$ cat src/rtl/trap_controller_pkg.sv
// rtl/trap_controller_pkg.sv - shared FSM states, CSR addresses and cause codes for trap sequencing
package trap_controller_pkg;

    typedef enum logic [2:0] {
        ST_IDLE,
        ST_W_EPC,
        ST_W_CAUSE,
        ST_W_TVAL,
        ST_REDIR,
        ST_RET
    } trap_state_e;

    localparam logic [11:0] CSR_MEPC   = 12'h341;
    localparam logic [11:0] CSR_MCAUSE = 12'h342;
    localparam logic [11:0] CSR_MTVAL  = 12'h343;

    localparam logic [4:0] CAUSE_MSI       = 5'd3;
    localparam logic [4:0] CAUSE_MTI       = 5'd7;
    localparam logic [4:0] CAUSE_MEI       = 5'd11;
    localparam logic [4:0] CAUSE_FAST_BASE = 5'd16;

    function automatic logic [31:0] align4(input logic [31:0] addr);
        return addr & 32'hFFFF_FFFC;
    endfunction

endpackage

$ cat src/rtl/trap_controller_irq_priority_encoder.sv
// rtl/trap_controller_irq_priority_encoder.sv - picks the highest-priority enabled pending interrupt
module trap_controller_irq_priority_encoder
    import trap_controller_pkg::*;
#(
    parameter int NUM_FAST_IRQ = 16
) (
    input  logic        irq_external_i,
    input  logic        irq_timer_i,
    input  logic        irq_software_i,
    input  logic [15:0] irq_fast_i,
    input  logic [31:0] mie_i,
    output logic        irq_valid_o,
    output logic [4:0]  irq_cause_o
);

    logic unused_mie;
    assign unused_mie = ^{mie_i[15:12], mie_i[10:8], mie_i[6:4], mie_i[2:0]};

    // Later assignments override earlier ones, so sources are visited lowest priority first.
    always_comb begin
        irq_valid_o = 1'b0;
        irq_cause_o = 5'd0;
        for (int i = 15; i >= 0; i--) begin
            if (i < NUM_FAST_IRQ && irq_fast_i[i] && mie_i[16+i]) begin
                irq_valid_o = 1'b1;
                irq_cause_o = CAUSE_FAST_BASE + 5'(i);
            end
        end
        if (irq_timer_i && mie_i[7]) begin
            irq_valid_o = 1'b1;
            irq_cause_o = CAUSE_MTI;
        end
        if (irq_software_i && mie_i[3]) begin
            irq_valid_o = 1'b1;
            irq_cause_o = CAUSE_MSI;
        end
        if (irq_external_i && mie_i[11]) begin
            irq_valid_o = 1'b1;
            irq_cause_o = CAUSE_MEI;
        end
    end

endmodule

$ cat src/rtl/trap_controller.sv
// rtl/trap_controller.sv - machine-mode trap entry / MRET sequencer driving the CSR write port and PC redirect
module trap_controller
    import trap_controller_pkg::*;
#(
    parameter int NUM_FAST_IRQ = 16,
    parameter bit VECTORED_EN  = 1'b1
) (
    input  logic        clk,
    input  logic        reset,
    input  logic        exc_valid,
    input  logic [4:0]  exc_cause,
    input  logic [31:0] exc_tval,
    input  logic        mret_valid,
    input  logic [31:0] pc_value,
    input  logic [31:0] pc_next,
    input  logic        irq_external,
    input  logic        irq_timer,
    input  logic        irq_software,
    input  logic [15:0] irq_fast,
    input  logic [31:0] mie,
    input  logic [31:0] mtvec,
    input  logic [31:0] mepc,
    output logic        csr_wr_en,
    output logic [11:0] csr_wr_addr,
    output logic [31:0] csr_wr_data,
    output logic        stall,
    output logic        flush,
    output logic        pc_redirect_valid,
    output logic [31:0] pc_redirect_target,
    output logic        mstatus_mie,
    output logic        mstatus_mpie
);

    trap_state_e state_q;
    logic        is_irq_q;
    logic [4:0]  cause_q;
    logic [31:0] tval_q;
    logic        csr_wr_en_q;
    logic [11:0] csr_wr_addr_q;
    logic [31:0] csr_wr_data_q;
    logic        redir_valid_q;
    logic [31:0] redir_target_q;
    logic        mie_q;
    logic        mpie_q;

    logic        irq_valid;
    logic [4:0]  irq_cause;
    logic        idle, take_exc, take_mret, take_irq;
    logic [31:0] trap_target;

    trap_controller_irq_priority_encoder #(
        .NUM_FAST_IRQ(NUM_FAST_IRQ)
    ) u_irq_enc (
        .irq_external_i(irq_external),
        .irq_timer_i   (irq_timer),
        .irq_software_i(irq_software),
        .irq_fast_i    (irq_fast),
        .mie_i         (mie),
        .irq_valid_o   (irq_valid),
        .irq_cause_o   (irq_cause)
    );

    // Acceptance only happens in IDLE, which is what masks interrupts mid-sequence.
    assign idle      = (state_q == ST_IDLE);
    assign take_exc  = idle && exc_valid;
    assign take_mret = idle && !exc_valid && mret_valid;
    assign take_irq  = idle && !exc_valid && !mret_valid && mie_q && irq_valid;

    always_comb begin
        trap_target = align4(mtvec);
        if (VECTORED_EN && mtvec[1:0] == 2'b01 && is_irq_q)
            trap_target = trap_target + {25'd0, cause_q, 2'b00};
    end

    always_ff @(posedge clk) begin
        if (reset) begin
            state_q        <= ST_IDLE;
            is_irq_q       <= 1'b0;
            cause_q        <= 5'd0;
            tval_q         <= 32'd0;
            csr_wr_en_q    <= 1'b0;
            csr_wr_addr_q  <= 12'd0;
            csr_wr_data_q  <= 32'd0;
            redir_valid_q  <= 1'b0;
            redir_target_q <= 32'd0;
            mie_q          <= 1'b0;
            mpie_q         <= 1'b1;
        end else begin
            case (state_q)
                ST_IDLE: begin
                    if (take_exc || take_irq) begin
                        state_q       <= ST_W_EPC;
                        is_irq_q      <= take_irq;
                        cause_q       <= take_exc ? exc_cause : irq_cause;
                        tval_q        <= take_exc ? exc_tval : 32'd0;
                        csr_wr_en_q   <= 1'b1;
                        csr_wr_addr_q <= CSR_MEPC;
                        csr_wr_data_q <= align4(take_exc ? pc_value : pc_next);
                    end else if (take_mret) begin
                        state_q        <= ST_RET;
                        redir_valid_q  <= 1'b1;
                        redir_target_q <= align4(mepc);
                    end
                end
                ST_W_EPC: begin
                    state_q       <= ST_W_CAUSE;
                    csr_wr_addr_q <= CSR_MCAUSE;
                    csr_wr_data_q <= {is_irq_q, 26'd0, cause_q};
                end
                ST_W_CAUSE: begin
                    state_q       <= ST_W_TVAL;
                    csr_wr_addr_q <= CSR_MTVAL;
                    csr_wr_data_q <= tval_q;
                end
                ST_W_TVAL: begin
                    state_q        <= ST_REDIR;
                    csr_wr_en_q    <= 1'b0;
                    csr_wr_addr_q  <= 12'd0;
                    csr_wr_data_q  <= 32'd0;
                    redir_valid_q  <= 1'b1;
                    redir_target_q <= trap_target;
                end
                ST_REDIR: begin
                    state_q       <= ST_IDLE;
                    redir_valid_q <= 1'b0;
                    mpie_q        <= mie_q;
                    mie_q         <= 1'b0;
                end
                ST_RET: begin
                    state_q       <= ST_IDLE;
                    redir_valid_q <= 1'b0;
                    mie_q         <= mpie_q;
                    mpie_q        <= 1'b1;
                end
                default: state_q <= ST_IDLE;
            endcase
        end
    end

    assign csr_wr_en          = csr_wr_en_q;
    assign csr_wr_addr        = csr_wr_addr_q;
    assign csr_wr_data        = csr_wr_data_q;
    assign stall              = !idle;
    assign flush              = take_exc || take_irq || take_mret;
    assign pc_redirect_valid  = redir_valid_q;
    assign pc_redirect_target = redir_target_q;
    assign mstatus_mie        = mie_q;
    assign mstatus_mpie       = mpie_q;

endmodule

$ cat config.mk
export PLATFORM = sky130hd
export DESIGN_NAME = trap_controller
export DESIGN_NICKNAME = d
export VERILOG_FILES = /design/src/rtl/trap_controller_pkg.sv /design/src/rtl/trap_controller_irq_priority_encoder.sv /design/src/rtl/trap_controller.sv
export SDC_FILE = /design/constraint.sdc
export NUM_CORES = 1
export LEC_CHECK = 0
export BUFFER_PORTS_ARGS = -buffer_cell sky130_fd_sc_hd__clkbuf_2
export CORE_UTILIZATION = 42
export DETAILED_ROUTE_END_ITERATION = 8
export PLACE_DENSITY = 0.84
export SETUP_SLACK_MARGIN = 0.4
export SLEW_MARGIN = 5
export SYNTH_ARGS = -nofsm -noshare
export SYNTH_HDL_FRONTEND = slang
export SYNTH_HIERARCHICAL = 1
export SYNTH_SLANG_ARGS = --single-unit
$ cat constraint.sdc
create_clock -name clk -period 2.1 [get_ports clk]
set_clock_uncertainty 0.05 [all_clocks]
set_input_delay 0.105 -clock clk [delete_from_list [all_inputs] [get_ports clk]]
set_output_delay 0.105 -clock clk [all_outputs]
set_load 0.03 [all_outputs]
### After elaboration in Yosys (flattened, before gate mapping)

Index checks and enable logic that the tools add are counted.

* register bits: 121
* input port bits: 220
* output and inout port bits: 82
* word-level logic and storage cells: 123

* add/subtract/negate cells: 1
* eq/ne operators: 10
* multiplexer cells: 59
* reductions and logical operators: 42

Operators with widths (count)
* two-way mux 32 bit: 6
* case mux 32 bit (4 select lines): 1
* two-way mux 5 bit: 20
* case mux 32 bit (2 select lines): 1
* case mux 12 bit (4 select lines): 1
* adder 32 x 7 -> 32 bit: 1
* logical AND 1 bit: 26
* two-way mux 1 bit: 22
* two-way mux 12 bit: 1
* case mux 3 bit (4 select lines): 1
* equality test 3 x 2 -> 1 bit, second input constant: 2
* equality test 3 bit, second input constant: 2
* two-way mux 3 bit: 2
* case mux 1 bit (2 select lines): 3
* AND reduction 2 bit: 3
* AND reduction 3 bit: 2
* inequality test 2 x 1 -> 1 bit, second input constant: 2
* nonzero test 2 bit: 2
* nonzero test 4 bit: 1
* equality test 3 x 1 -> 1 bit, second input constant: 1
* logical NOT 1 bit: 3
* logical NOT 3 bit: 1
* inequality test 3 x 1 -> 1 bit, second input constant: 1
* case mux 1 bit (3 select lines): 1
* other kinds (5): 6

### Longest topological paths before layout

Gate-level depths: netlist of run 1.

* depth after elaboration: 24
* mapped depth: 11

### Cells and area by module

The synthesis of run 1 kept the hierarchy.

By module, submodules not included
* trap_controller: times used 1, cells each 713, area each 5690.5 um2, sequential area each 2202.1 um2
* trap_controller_irq_priority_encoder: times used 1, cells each 52, area each 325.3 um2, sequential area each 0.0 um2

### Worst setup path after synthesis of run 1

Ideal clock, no wire load.

* path kind: register -> register
* start point: register cause_q[0]
* end point: register redir_target_q[22] (netlist: pc_redirect_target[22])
* library setup time: 132 ps
* data arrival time: 2075 ps
* data required time: 1918 ps
* slack: -157 ps
* cell stages (with the launch flop): 9
* path through: dfxtp_1 -> ha_1 -> fa_1 -> a211o_1 -> a21oi_1 -> clkbuf_1 -> nor3_1 -> mux2i_1 -> a21oi_1

* longest elaborated chain between the ends: 3

Ends and longest elaborated chain
* from (decl): line trap_controller.sv:36 `logic [4:0] cause_q;`
* from (signal assigned): line trap_controller.sv:94 `cause_q <= take_exc ? exc_cause : irq_cause;`
* adder 32 x 7 -> 32 bit: line trap_controller.sv:72 `trap_target = trap_target + {25'd0, cause_q, 2'b00};`
* two-way mux 32 bit: line trap_controller.sv:71 `if (VECTORED_EN && mtvec[1:0] == 2'b01 && is_irq_q)`
* case mux 32 bit (2 select lines): line trap_controller.sv:89 `case (state_q)`
* to (signal assigned): line trap_controller.sv:102 `redir_target_q <= align4(mepc);`
* to (signal assigned): line trap_controller.sv:121 `redir_target_q <= trap_target;`
* to (decl): line trap_controller.sv:42 `logic [31:0] redir_target_q;`

No other way between the ends.
A chain may end at the register's enable or synchronous reset.

### Worst setup path in the final report of run 1

* start point: register cause_q[1]
* end point: register redir_target_q[23] (netlist: pc_redirect_target[23])

The elaborated chain is that of the path after synthesis.

==> results.sh, run 1 <==
export IMPL_drc_errors=0
export IMPL_worstReg2RegStart="cause_q[1]$_SDFFE_PP0P_"
export IMPL_die_height_um=122
export IMPL_root_buffer="clkbuf_16"
export IMPL_final_common_cell="clkbuf_2"
export IMPL_fill_cells=1054
export IMPL_start_util=0.432
export IMPL_grt_pass1_wl_um=34000
export IMPL_synthToLayoutAreaGrowth_pct=60.9
export IMPL_run_status="complete, but fails checks"
export IMPL_synth_seq_cells=110
export IMPL_grt_overflow=0
export IMPL_antenna_found_initial=0
export IMPL_synth_cells=765
export IMPL_muxShareOfSynthArea=0.0351
export IMPL_setup_viol=4
export IMPL_slowest_stage="a2111oi_0"
export IMPL_num_antenna_cells=0
export IMPL_crit_required_ps=2300
export IMPL_finalInstanceArea_um2=9680
export IMPL_path_max_fanout=6
export IMPL_synth_edff_count=0
export IMPL_rows=43
export IMPL_post_route_period_util=1.02
export IMPL_synth_area_leaders="dfxtp_1 (37%), nand2_1 (6.4%), nor2_1 (6.0%)"
export IMPL_dieWidth_um=122
export IMPL_critPathLaunchType="register"
export IMPL_slowest_delay_ps=600
export IMPL_whs_endpoint="pc_redirect_target[12]$_SDFFE_PP0P_"
export IMPL_setup_slack_ps=-44.4
export IMPL_clk_latency_ps=350
export IMPL_p_sw_frac=0.370
export IMPL_gp_congestion=0.896
export IMPL_ys_types=70
export IMPL_max_slew_margin=0.556
export IMPL_r2r_end="pc_redirect_target[23]$_SDFFE_PP0P_"
export IMPL_synthSimpleGateAreaFrac=0.230
export IMPL_routed_wl_um=24700
export IMPL_final_cell_mix="clkbuf_2 (265), dfxtp_1 (104), nand2_1 (92), nor2_1 (88), buf_4 (56)"
export IMPL_ys_seq_area_frac=0.366
export IMPL_rsz0062_at_grt="true"
export IMPL_crit_path_end_kind="register"
export IMPL_synth_ff_type="dfxtp_1"
export IMPL_first_pass_iters=6
export IMPL_fmax_mhz=466
export IMPL_final_nets=1347
export IMPL_grt_pass1_vias=6824
export IMPL_dieArea_um2=14800
export IMPL_synth_largest_area_cell="dfxtp_1"
export IMPL_synth_top_area_share=0.366
export IMPL_slew_violations=0
export IMPL_drv_cap=0
export IMPL_cts_sinks=110
export IMPL_postRouteAntennaNets=0
export IMPL_hold_viol=0
export IMPL_r2r_slack_ps=-40
export IMPL_power_mw=7.02
export IMPL_p_int_mw=4.42
export IMPL_crit_chain="ha_4 -> a21o_1 -> nand4_1 -> buf_6 -> a2111oi_0 -> xor2_1 -> o211a_1"
export IMPL_synth_compound_area_share=0.260
export IMPL_hold_depth=3
export IMPL_dpl_instance_area_um2=8100
export IMPL_dr_total_vias=7683
export IMPL_wl_per_cell_um=18.9
export IMPL_clkPwrFrac=0.258
export IMPL_reg2regPathDepth=7
export IMPL_layout_drive_gt1_share=0.463
export IMPL_clock_path_buffers=2
export IMPL_fin_crit_ps=2140
export IMPL_cts_buffers=9
export IMPL_hold_class="primary input to register"
export IMPL_min_from="mepc[12]"
export IMPL_cts_clk_slew_worst_paths_ps=80
export IMPL_combPwrFrac=0.389
export IMPL_syn_cell_area_um2=6020
export IMPL_power_density_nw_per_um2=725
export IMPL_final_util=0.694
export IMPL_htreeDepth=3
export IMPL_io_buffers=273
export IMPL_p_sw_mw=2.59
export IMPL_viasPerCell=5.88
export IMPL_async_reset_ff_frac=0
export IMPL_fin_cells=1306
export IMPL_p_seq_frac=0.353
export IMPL_timing_setup_tns_ps=-88.0
export IMPL_grt_max_degree=33
export IMPL_dr_first_iter_drc_count=588
export IMPL_synth_top_family_by_area="compound AO/OA/AOI/OAI gates"
export IMPL_path_class="register to register"
export IMPL_core_area_um2=13900
export IMPL_hpwlAfterDp_um=15300
export IMPL_violations="negative setup slack"
export IMPL_synth_xor_area_frac=0.0291
export IMPL_cts_tree="built"
export IMPL_grt_use_total=0.292
export IMPL_arrival_ps=2340
export IMPL_placedCellCount=1208
export IMPL_synthAdderAreaFrac=0.0137
export IMPL_yosysWarnings=6
export IMPL_worst_pin_slew_ps=665
export IMPL_leakage_nw=4.34
export IMPL_synth_avg_cell_area_um2=7.86
export IMPL_ios=302
export IMPL_ir_drop_mv=0.498
## flip-flops by register name, indices dropped and copies added (netlist names)
signal              cells
csr_wr_data            32
tval_q                 32
pc_redirect_target     30
cause_q                 5
csr_wr_addr             3
state_q                 3
csr_wr_en               1
is_irq_q                1
mstatus_mie             1
mstatus_mpie            1
pc_redirect_valid       1
## metrics by stage
| stage | hold slack [ps] | setup WS [ps] |
|---|---|---|
| 2_1_floorplan | 203 | 122 |
| 3_3_place_gp | 290 | -11.7 |
| 3_5_place_dp | 297 | -57.4 |
| 4_1_cts | 3.35 | 2.76 |
| 5_1_grt | 6.96 | -200 |
| 6_report | 2.53 | -44.4 |
## synthesized netlist by cell type, drive strengths merged, types with 5 or more instances
cell type / n
ha: 5
o221ai: 6
xnor2: 17
nand4: 6
dfxtp: 110
inv: 8
mux2i: 11
nand2: 102
and3: 8
a211oi: 37
a21oi: 66
nor2: 98
clkbuf: 34
mux2: 9
o21ai: 26
a22oi: 45
buf: 35
a31oi: 6
nor3: 38
a211o: 5
a2111oi: 9
nand3: 15
nor4: 6
## worst max-delay path by stage
stage          slack, ps                                  end               startpoint  cells past startpoint
2_1_floorplan        120   pc_redirect_target[8]$_SDFFE_PP0P_  cause_q[0]$_SDFFE_PP0P_                      8
3_3_place_gp         -10  pc_redirect_target[10]$_SDFFE_PP0P_  cause_q[0]$_SDFFE_PP0P_                      8
3_5_place_dp         -60  pc_redirect_target[10]$_SDFFE_PP0P_  cause_q[0]$_SDFFE_PP0P_                      8
4_1_cts                3  pc_redirect_target[26]$_SDFFE_PP0P_  cause_q[0]$_SDFFE_PP0P_                      7
5_1_grt             -200  pc_redirect_target[23]$_SDFFE_PP0P_  cause_q[1]$_SDFFE_PP0P_                      7
6_report             -40  pc_redirect_target[23]$_SDFFE_PP0P_  cause_q[1]$_SDFFE_PP0P_                      7
## area by class of cell
type / count / area (µm²) / area share
Clock buffer: 10 / 229 / 0.0237
Timing Repair Buffer: 402 / 2740 / 0.283
Tap cell: 180 / 225 / 0.0233
Multi-Input combinational cell: 590 / 4150 / 0.429
Inverter: 8 / 32.5 / 0.00336
Clock inverter: 6 / 76.3 / 0.00789
Sequential cell: 110 / 2220 / 0.229
## cell families (layout without fill, tap and decap cells)
kind of cell / Yosys count / after routing
and+or+nand+nor: 302 / 306
AOI/OAI and AO/OA: 229 / 229
DFF: 110 / 110
buffers and inverters: 77 / 426
xor gates and xnor gates: 20 / 20
muxes: 20 / 20
adders and majority gates: 6 / 6
other: 1 / 9
## worst max-delay path: cells and delay by family (launching register included)
kind / cells / cell delay (ps)
DFF: 1 / 340
AOI/OAI and AO/OA: 3 / 950
and+or+nand+nor: 1 / 130
xor gates and xnor gates: 1 / 160
adders and majority gates: 1 / 250
buffers and inverters: 1 / 170
## layer usage
layer / share of wire / track usage / wire, µm / vias up
li1: - / - / - / 3493
met1: 0.38 / 0.351 / 9450 / 3640
met2: 0.50 / 0.511 / 12300 / 457
met3: 0.080 / 0.0473 / 1980 / 93
met4: 0.039 / 0.129 / 953 / 0
met5: 0 / 0 / 0 / -
## power by group through the flow
| stage | Clock [mW] | Sequential (mW) | Combinational (mW) |
|---|---|---|---|
| 6_report | 1.81 | 2.48 | 2.73 |
| 3_5_place_dp | 0 | 2.51 | 2.18 |
| 3_3_place_gp | 0 | 2.50 | 2.15 |
| 2_1_floorplan | 0 | 2.80 | 1.17 |
| 5_1_grt | 1.91 | 2.50 | 2.89 |
| 4_1_cts | 1.81 | 2.46 | 2.38 |
## timing repair
item	in CTS	in global routing
endpoints found under the setup margin	80	104
setup buffers	13	26
hold buffers	35	0
gates resized for setup	37	91
pin swaps	21	30
hold endpoints to repair	35	0
cloned	3	5
No activity file was read; power rests on OpenSTA's default activity.
==> run 2, diff against run 1 <==
- SETUP_SLACK_MARGIN: 0.4 -> 0.2
==> run 2 against run 1 <==
Largest power group is now registers. Design area fell by 6.2%. Die area did not move. First-iteration DRC count grew 15%. Sequential share of layout area is 1.5 points higher. Highest routed layer unchanged. Wire length decreased by 8.0%. Setup slack better by 46 ps. The run now ends clean. Hold slack improved by 14 ps. Register-to-register slack improved by 50 ps. Non-clock buffer count fell by 14. Sequential power about the same. Via count decreased by 3.2%.
==> results.sh, run 2 (synthesis gave the netlist of run 1 again) <==
export IMPL_run_status="complete, no violations"
export IMPL_dieArea_um2=14800
export IMPL_clock_path_buffers=2
export IMPL_finalInstanceArea_um2=9070
export IMPL_final_nets=1329
export IMPL_cts_buffers=9
export IMPL_antenna_found_initial=1
export IMPL_critPathBufInv=1
export IMPL_htreeDepth=3
export IMPL_hpwlAfterDp_um=14600
export IMPL_crit_family="compound AO/OA/AOI/OAI gates"
export IMPL_layout_drive_gt1_share=0.387
export IMPL_rsz0062_at_grt="true"
export IMPL_arrival_ps=2320
export IMPL_worst_pin_slew_ps=663
export IMPL_fin_cells=1289
export IMPL_r2r_slack_ps=2
export IMPL_drc_errors=0
export IMPL_dr_total_vias=7437
export IMPL_final_cell_mix="clkbuf_2 (271), dfxtp_1 (105), nand2_1 (101), nor2_1 (95), a21oi_1 (62)"
export IMPL_critPathLaunchType="register"
export IMPL_setup_slack_ps=1.79
export IMPL_wl_per_cell_um=17.6
export IMPL_preCtsSetupSlack_ps=-16.7
export IMPL_grt_pass1_vias=6709
export IMPL_crit_required_ps=2330
export IMPL_slowest_stage="fa_2"
export IMPL_reg2regPathDepth=8
export IMPL_power_mw=6.65
export IMPL_drv_cap=0
export IMPL_min_from="mtvec[31]"
export IMPL_gp_congestion=0.894
export IMPL_max_slew_margin=0.558
export IMPL_hold_viol=0
export IMPL_first_pass_iters=6
export IMPL_cts_sinks=110
export IMPL_routed_wl_um=22700
export IMPL_hold_class="primary input to register"
export IMPL_crit_path_end_kind="register"
export IMPL_dieWidth_um=122
export IMPL_io_buffers=273
export IMPL_core_area_um2=13900
export IMPL_slew_violations=0
export IMPL_viasPerCell=5.77
export IMPL_fmax_mhz=477
export IMPL_slowest_delay_ps=390
export IMPL_root_buffer="clkbuf_16"
export IMPL_whs_endpoint="pc_redirect_target[31]$_SDFFE_PP0P_"
export IMPL_grt_overflow=0
export IMPL_timing_setup_tns_ps=0
export IMPL_rows=43
export IMPL_hold_depth=3
export IMPL_grt_max_degree=55
export IMPL_dpl_instance_area_um2=7850
export IMPL_grt_use_total=0.269
export IMPL_path_class="register to register"
export IMPL_crit_chain="ha_4 -> fa_2 -> a211o_1 -> a21oi_4 -> buf_6 -> nor3_1 -> xnor2_1 -> a21oi_1"
export IMPL_synthToLayoutAreaGrowth_pct=50.9
export IMPL_setup_viol=0
export IMPL_r2r_end="pc_redirect_target[16]$_SDFFE_PP0P_"
export IMPL_start_util=0.432
export IMPL_die_height_um=122
export IMPL_path_max_fanout=9
export IMPL_ir_drop_mv=0.433
export IMPL_placedCellCount=1207
export IMPL_final_common_cell="clkbuf_2"
export IMPL_postRouteAntennaNets=0
export IMPL_leakage_nw=4.12
export IMPL_ios=302
export IMPL_power_density_nw_per_um2=733
export IMPL_worstReg2RegStart="cause_q[0]$_SDFFE_PP0P_"
export IMPL_fin_crit_ps=2100
export IMPL_grt_pass1_wl_um=31600
export IMPL_post_route_period_util=0.999
export IMPL_cts_tree="built"
export IMPL_cts_clk_slew_worst_paths_ps=70
export IMPL_dr_first_iter_drc_count=676
export IMPL_clk_latency_ps=340
-- run 2: cell types whose count changed in the layout (fill, tap and decap cells not counted), moves of 9 or more --
cell	change
a211oi_1	+24
a211oi_2	-23
a21oi_1	+20
a21oi_2	-20
buf_6	-14
nand2_1	+9
-- run 2: routing by layer --
| metal | wire [µm] | vias up | track usage |
|---|---|---|---|
| met4 | 1160 | 0 | 0.144 |
| met5 | 0 | - | 0 |
| met1 | 8550 | 3422 | 0.307 |
| li1 | - | 3437 | - |
| met3 | 1720 | 114 | 0.0496 |
| met2 | 11300 | 464 | 0.474 |
-- run 2: how the worst max path moves through the flow --
stage	startpoint	to	slack, ps	cells past startpoint
after detailed placement	cause_q[1]$_SDFFE_PP0P_	pc_redirect_target[31]$_SDFFE_PP0P_	-20	8
final	cause_q[0]$_SDFFE_PP0P_	pc_redirect_target[16]$_SDFFE_PP0P_	2	8
after global routing	cause_q[1]$_SDFFE_PP0P_	pc_redirect_target[17]$_SDFFE_PP0P_	-60	8
after floorplan	cause_q[0]$_SDFFE_PP0P_	pc_redirect_target[24]$_SDFFE_PP0P_	120	8
after CTS	cause_q[0]$_SDFFE_PP0P_	pc_redirect_target[10]$_SDFFE_PP0P_	50	8
after global placement	cause_q[1]$_SDFFE_PP0P_	pc_redirect_target[17]$_SDFFE_PP0P_	-1	7
-- run 2: timing repair --
action | in CTS | in global routing
gates resized for setup | 27 | 40
hold buffers | 36 | 0
setup buffers | 6 | 19
cloned | 1 | 3
pin swaps | 6 | 26
endpoints found under the hold margin | 36 | 0
setup endpoints to repair | 34 | 59
-- run 2: worst min-delay path: stages --
cell and delay [ps]:
clkbuf_2 100, xnor2_2 110, a21oi_1 50
-- run 2: final cells by class --
type,count,area (µm²)
Clock inverter,6,76.3
Fill cell,1109,4860
Inverter,8,32.5
Multi-Input combinational cell,586,3780
Tap cell,180,225
Clock buffer,10,239
Timing Repair Buffer,388,2510
Sequential cell,110,2210
Antenna cell,1,2.50
-- run 2: power by group --
group	switching [mW]	internal (mW)	total [mW]	leakage, nW
registers	0.140	2.32	2.46	0.907
clock network	0.830	0.979	1.81	0.155
logic	1.41	0.972	2.38	3.06
total	2.38	4.27	6.65	4.12
-- run 2: through the flow --
| stage | utilization | hold WS (ps) |
|---|---|---|
| 3_3_place_gp | 0.563 | 289 |
| 4_1_cts | 0.625 | 0.632 |
| 6_report | 0.651 | 16.4 |
| 5_1_grt | 0.651 | 29.4 |
| 3_5_place_dp | 0.563 | 299 |
| 2_1_floorplan | - | 203 |
==> run 3, diff against run 2 <==
- ABC_AREA: unset -> 1
- CTS_CLUSTER_DIAMETER: unset -> 100
==> run 3 against run 2 <==
Clock power increased by 14%. Power increased by 25%. Maximum frequency increased by 12%.
==> results.sh, run 3 <==
export IMPL_run_status="complete, no violations"
export IMPL_worst_pin_slew_ps=622
export IMPL_clk_latency_ps=350
export IMPL_min_from="mepc[21]"
export IMPL_grt_pass1_wl_um=33200
export IMPL_postRouteAntennaNets=0
export IMPL_max_slew_margin=0.585
export IMPL_start_util=0.430
export IMPL_critPathBufInv=1
export IMPL_path_class="register to register"
export IMPL_crit_chain="ha_4 -> fa_2 -> nand3_2 -> nand2_4 -> nand2_4 -> nand2_4 -> nand2_4 -> buf_12 -> nor2_4 -> or2_4 -> nand3_2 -> a21oi_2"
export IMPL_synth_edff_count=0
export IMPL_r2r_end="pc_redirect_target[20]$_SDFFE_PP0P_"
export IMPL_finalInstanceArea_um2=9040
export IMPL_dpl_instance_area_um2=7790
export IMPL_crit_path_end_kind="register"
export IMPL_async_reset_ff_frac=0
export IMPL_yosysMostFrequentCell="nand2_1"
export IMPL_root_buffer="clkbuf_16"
export IMPL_preCtsSetupSlack_ps=33.7
export IMPL_synth_top_area_share=0.353
export IMPL_die_height_um=124
export IMPL_synth_largest_area_cell="dfxtp_1"
export IMPL_final_nets=1475
export IMPL_netlist_top_cells_count="nand2_1 (229), dfxtp_1 (110), nor2_1 (89)"
export IMPL_routed_wl_um=22700
export IMPL_post_route_period_util=0.891
export IMPL_gp_congestion=0.972
export IMPL_ys_seq_area_frac=0.353
export IMPL_yosysWarnings=6
export IMPL_dieArea_um2=15400
export IMPL_viasPerCell=5.46
export IMPL_cts_buffers=9
export IMPL_arrival_ps=2050
export IMPL_grt_pass1_vias=6867
export IMPL_crit_required_ps=2280
export IMPL_synth_seq_cells=110
export IMPL_fin_crit_ps=1870
export IMPL_critPathLaunchType="register"
export IMPL_cts_sinks=110
export IMPL_grt_use_total=0.277
export IMPL_first_pass_iters=6
export IMPL_dr_first_iter_drc_count=685
export IMPL_ys_types=37
export IMPL_io_buffers=273
export IMPL_num_antenna_cells=0
export IMPL_hold_class="primary input to register"
export IMPL_drc_errors=0
export IMPL_r2r_slack_ps=230
export IMPL_final_common_cell="clkbuf_2"
export IMPL_ios=302
export IMPL_grt_max_degree=56
export IMPL_placedCellCount=1362
export IMPL_leakage_nw=4.28
export IMPL_power_density_nw_per_um2=923
export IMPL_grt_overflow=0
export IMPL_path_common_cell="nand2_4"
export IMPL_cts_tree="built"
export IMPL_fmax_mhz=534
export IMPL_synth_cells=937
export IMPL_synth_ff_type="dfxtp_1"
export IMPL_final_cell_mix="clkbuf_2 (272), nand2_1 (217), dfxtp_1 (103), nor2_1 (81), nand3_1 (79)"
export IMPL_setup_viol=0
export IMPL_slew_violations=0
export IMPL_slowest_stage="dfxtp_2"
export IMPL_whs_ps=7.02
export IMPL_path_depth=12
export IMPL_clock_path_buffers=2
export IMPL_ir_drop_mv=0.499
export IMPL_reg2regPathDepth=12
export IMPL_drv_cap=0
export IMPL_final_util=0.622
export IMPL_worstReg2RegStart="cause_q[0]$_SDFFE_PP0P_"
export IMPL_hpwlAfterDp_um=15700
export IMPL_whs_endpoint="pc_redirect_target[21]$_SDFFE_PP0P_"
export IMPL_hold_depth=3
export IMPL_dr_total_vias=7847
export IMPL_core_area_um2=14500
export IMPL_syn_cell_area_um2=6240
export IMPL_setup_slack_ps=229
export IMPL_rsz0062_at_grt="true"
export IMPL_timing_setup_tns_ps=0
export IMPL_dieWidth_um=124
export IMPL_layout_drive_gt1_share=0.325
export IMPL_antenna_found_initial=0
export IMPL_synthToLayoutAreaGrowth_pct=44.7
export IMPL_crit_family="simple AND/OR/NAND/NOR gates"
export IMPL_slowest_delay_ps=340
export IMPL_hold_viol=0
export IMPL_htreeDepth=3
export IMPL_path_max_fanout=4
export IMPL_fin_cells=1438
export IMPL_wl_per_cell_um=15.8
export IMPL_cts_clk_slew_worst_paths_ps=70
export IMPL_rows=44
export IMPL_synth_avg_cell_area_um2=6.66
export IMPL_power_mw=8.34
export IMPL_synth_area_leaders="dfxtp_1 (35%), nand2_1 (14%), nand3_1 (6.7%)"
## run 3: power by group
group	total (mW)	switching (mW)	leakage, nW	internal, mW
logic	3.55	2.26	3.19	1.28
registers	2.73	0.246	0.909	2.48
clock network	2.06	0.839	0.178	1.22
## run 3: cell families after synthesis
group | Yosys count | synth area share
simple gates | 433 | 0.293
compound gates | 263 | 0.249
buf+inv | 118 | 0.0834
flops | 110 | 0.353
xor+xnor | 6 | 0.00842
fa+ha+maj | 6 | 0.0132
other cells | 1 | 0.000601
## run 3: worst reg2reg max path, cell delays in order (launching register included)
cell and delay [ps]:
dfxtp_2 340, ha_4 160, fa_2 340, nand3_2 90
nand2_4 80, nand2_4 80, nand2_4 60, nand2_4 100
buf_12 110, nor2_4 30, or2_4 220, nand3_2 60
a21oi_2 50
## run 3: layout make-up
cell class / instances / area, µm²
Clock buffer: 10 / 239
Clock inverter: 6 / 126
Fill cell: 1333 / 5500
Inverter: 53 / 205
Multi-Input combinational cell: 717 / 3780
Sequential cell: 110 / 2220
Tap cell: 184 / 230
Timing Repair Buffer: 358 / 2230
## run 3: worst max path at each step
stage,to,slack (ps),from
finish,pc_redirect_target[20]$_SDFFE_PP0P_,230,cause_q[0]$_SDFFE_PP0P_
global route,pc_redirect_target[21]$_SDFFE_PP0P_,120,cause_q[4]$_SDFFE_PP0P_
CTS,flush,120,state_q[0]$_SDFFE_PP0P_
detailed placement,pc_redirect_target[13]$_SDFFE_PP0P_,30,cause_q[4]$_SDFFE_PP0P_
global placement,pc_redirect_target[12]$_SDFFE_PP0P_,70,cause_q[0]$_SDFFE_PP0P_
floorplan,pc_redirect_target[20]$_SDFFE_PP0P_,210,cause_q[0]$_SDFFE_PP0P_
## run 3: routing by layer
| metal | up-vias | track usage | wire [µm] |
|---|---|---|---|
| met2 | 444 | 0.448 | 10300 |
| met4 | 0 | 0.137 | 1070 |
| met1 | 3511 | 0.356 | 9550 |
| met3 | 93 | 0.0481 | 1730 |
| li1 | 3799 | - | - |
| met5 | - | 0 | 0 |
## run 3: repair_timing
| action | 4_1_cts | 5_1_grt |
|---|---|---|
| gates resized for setup | 29 | 47 |
| pin swaps | 7 | 22 |
| setup buffers | 7 | 11 |
| hold endpoints to repair | 40 | 0 |
| hold buffers | 40 | 0 |
| setup endpoints to repair | 18 | 65 |
| cloned | 0 | 2 |
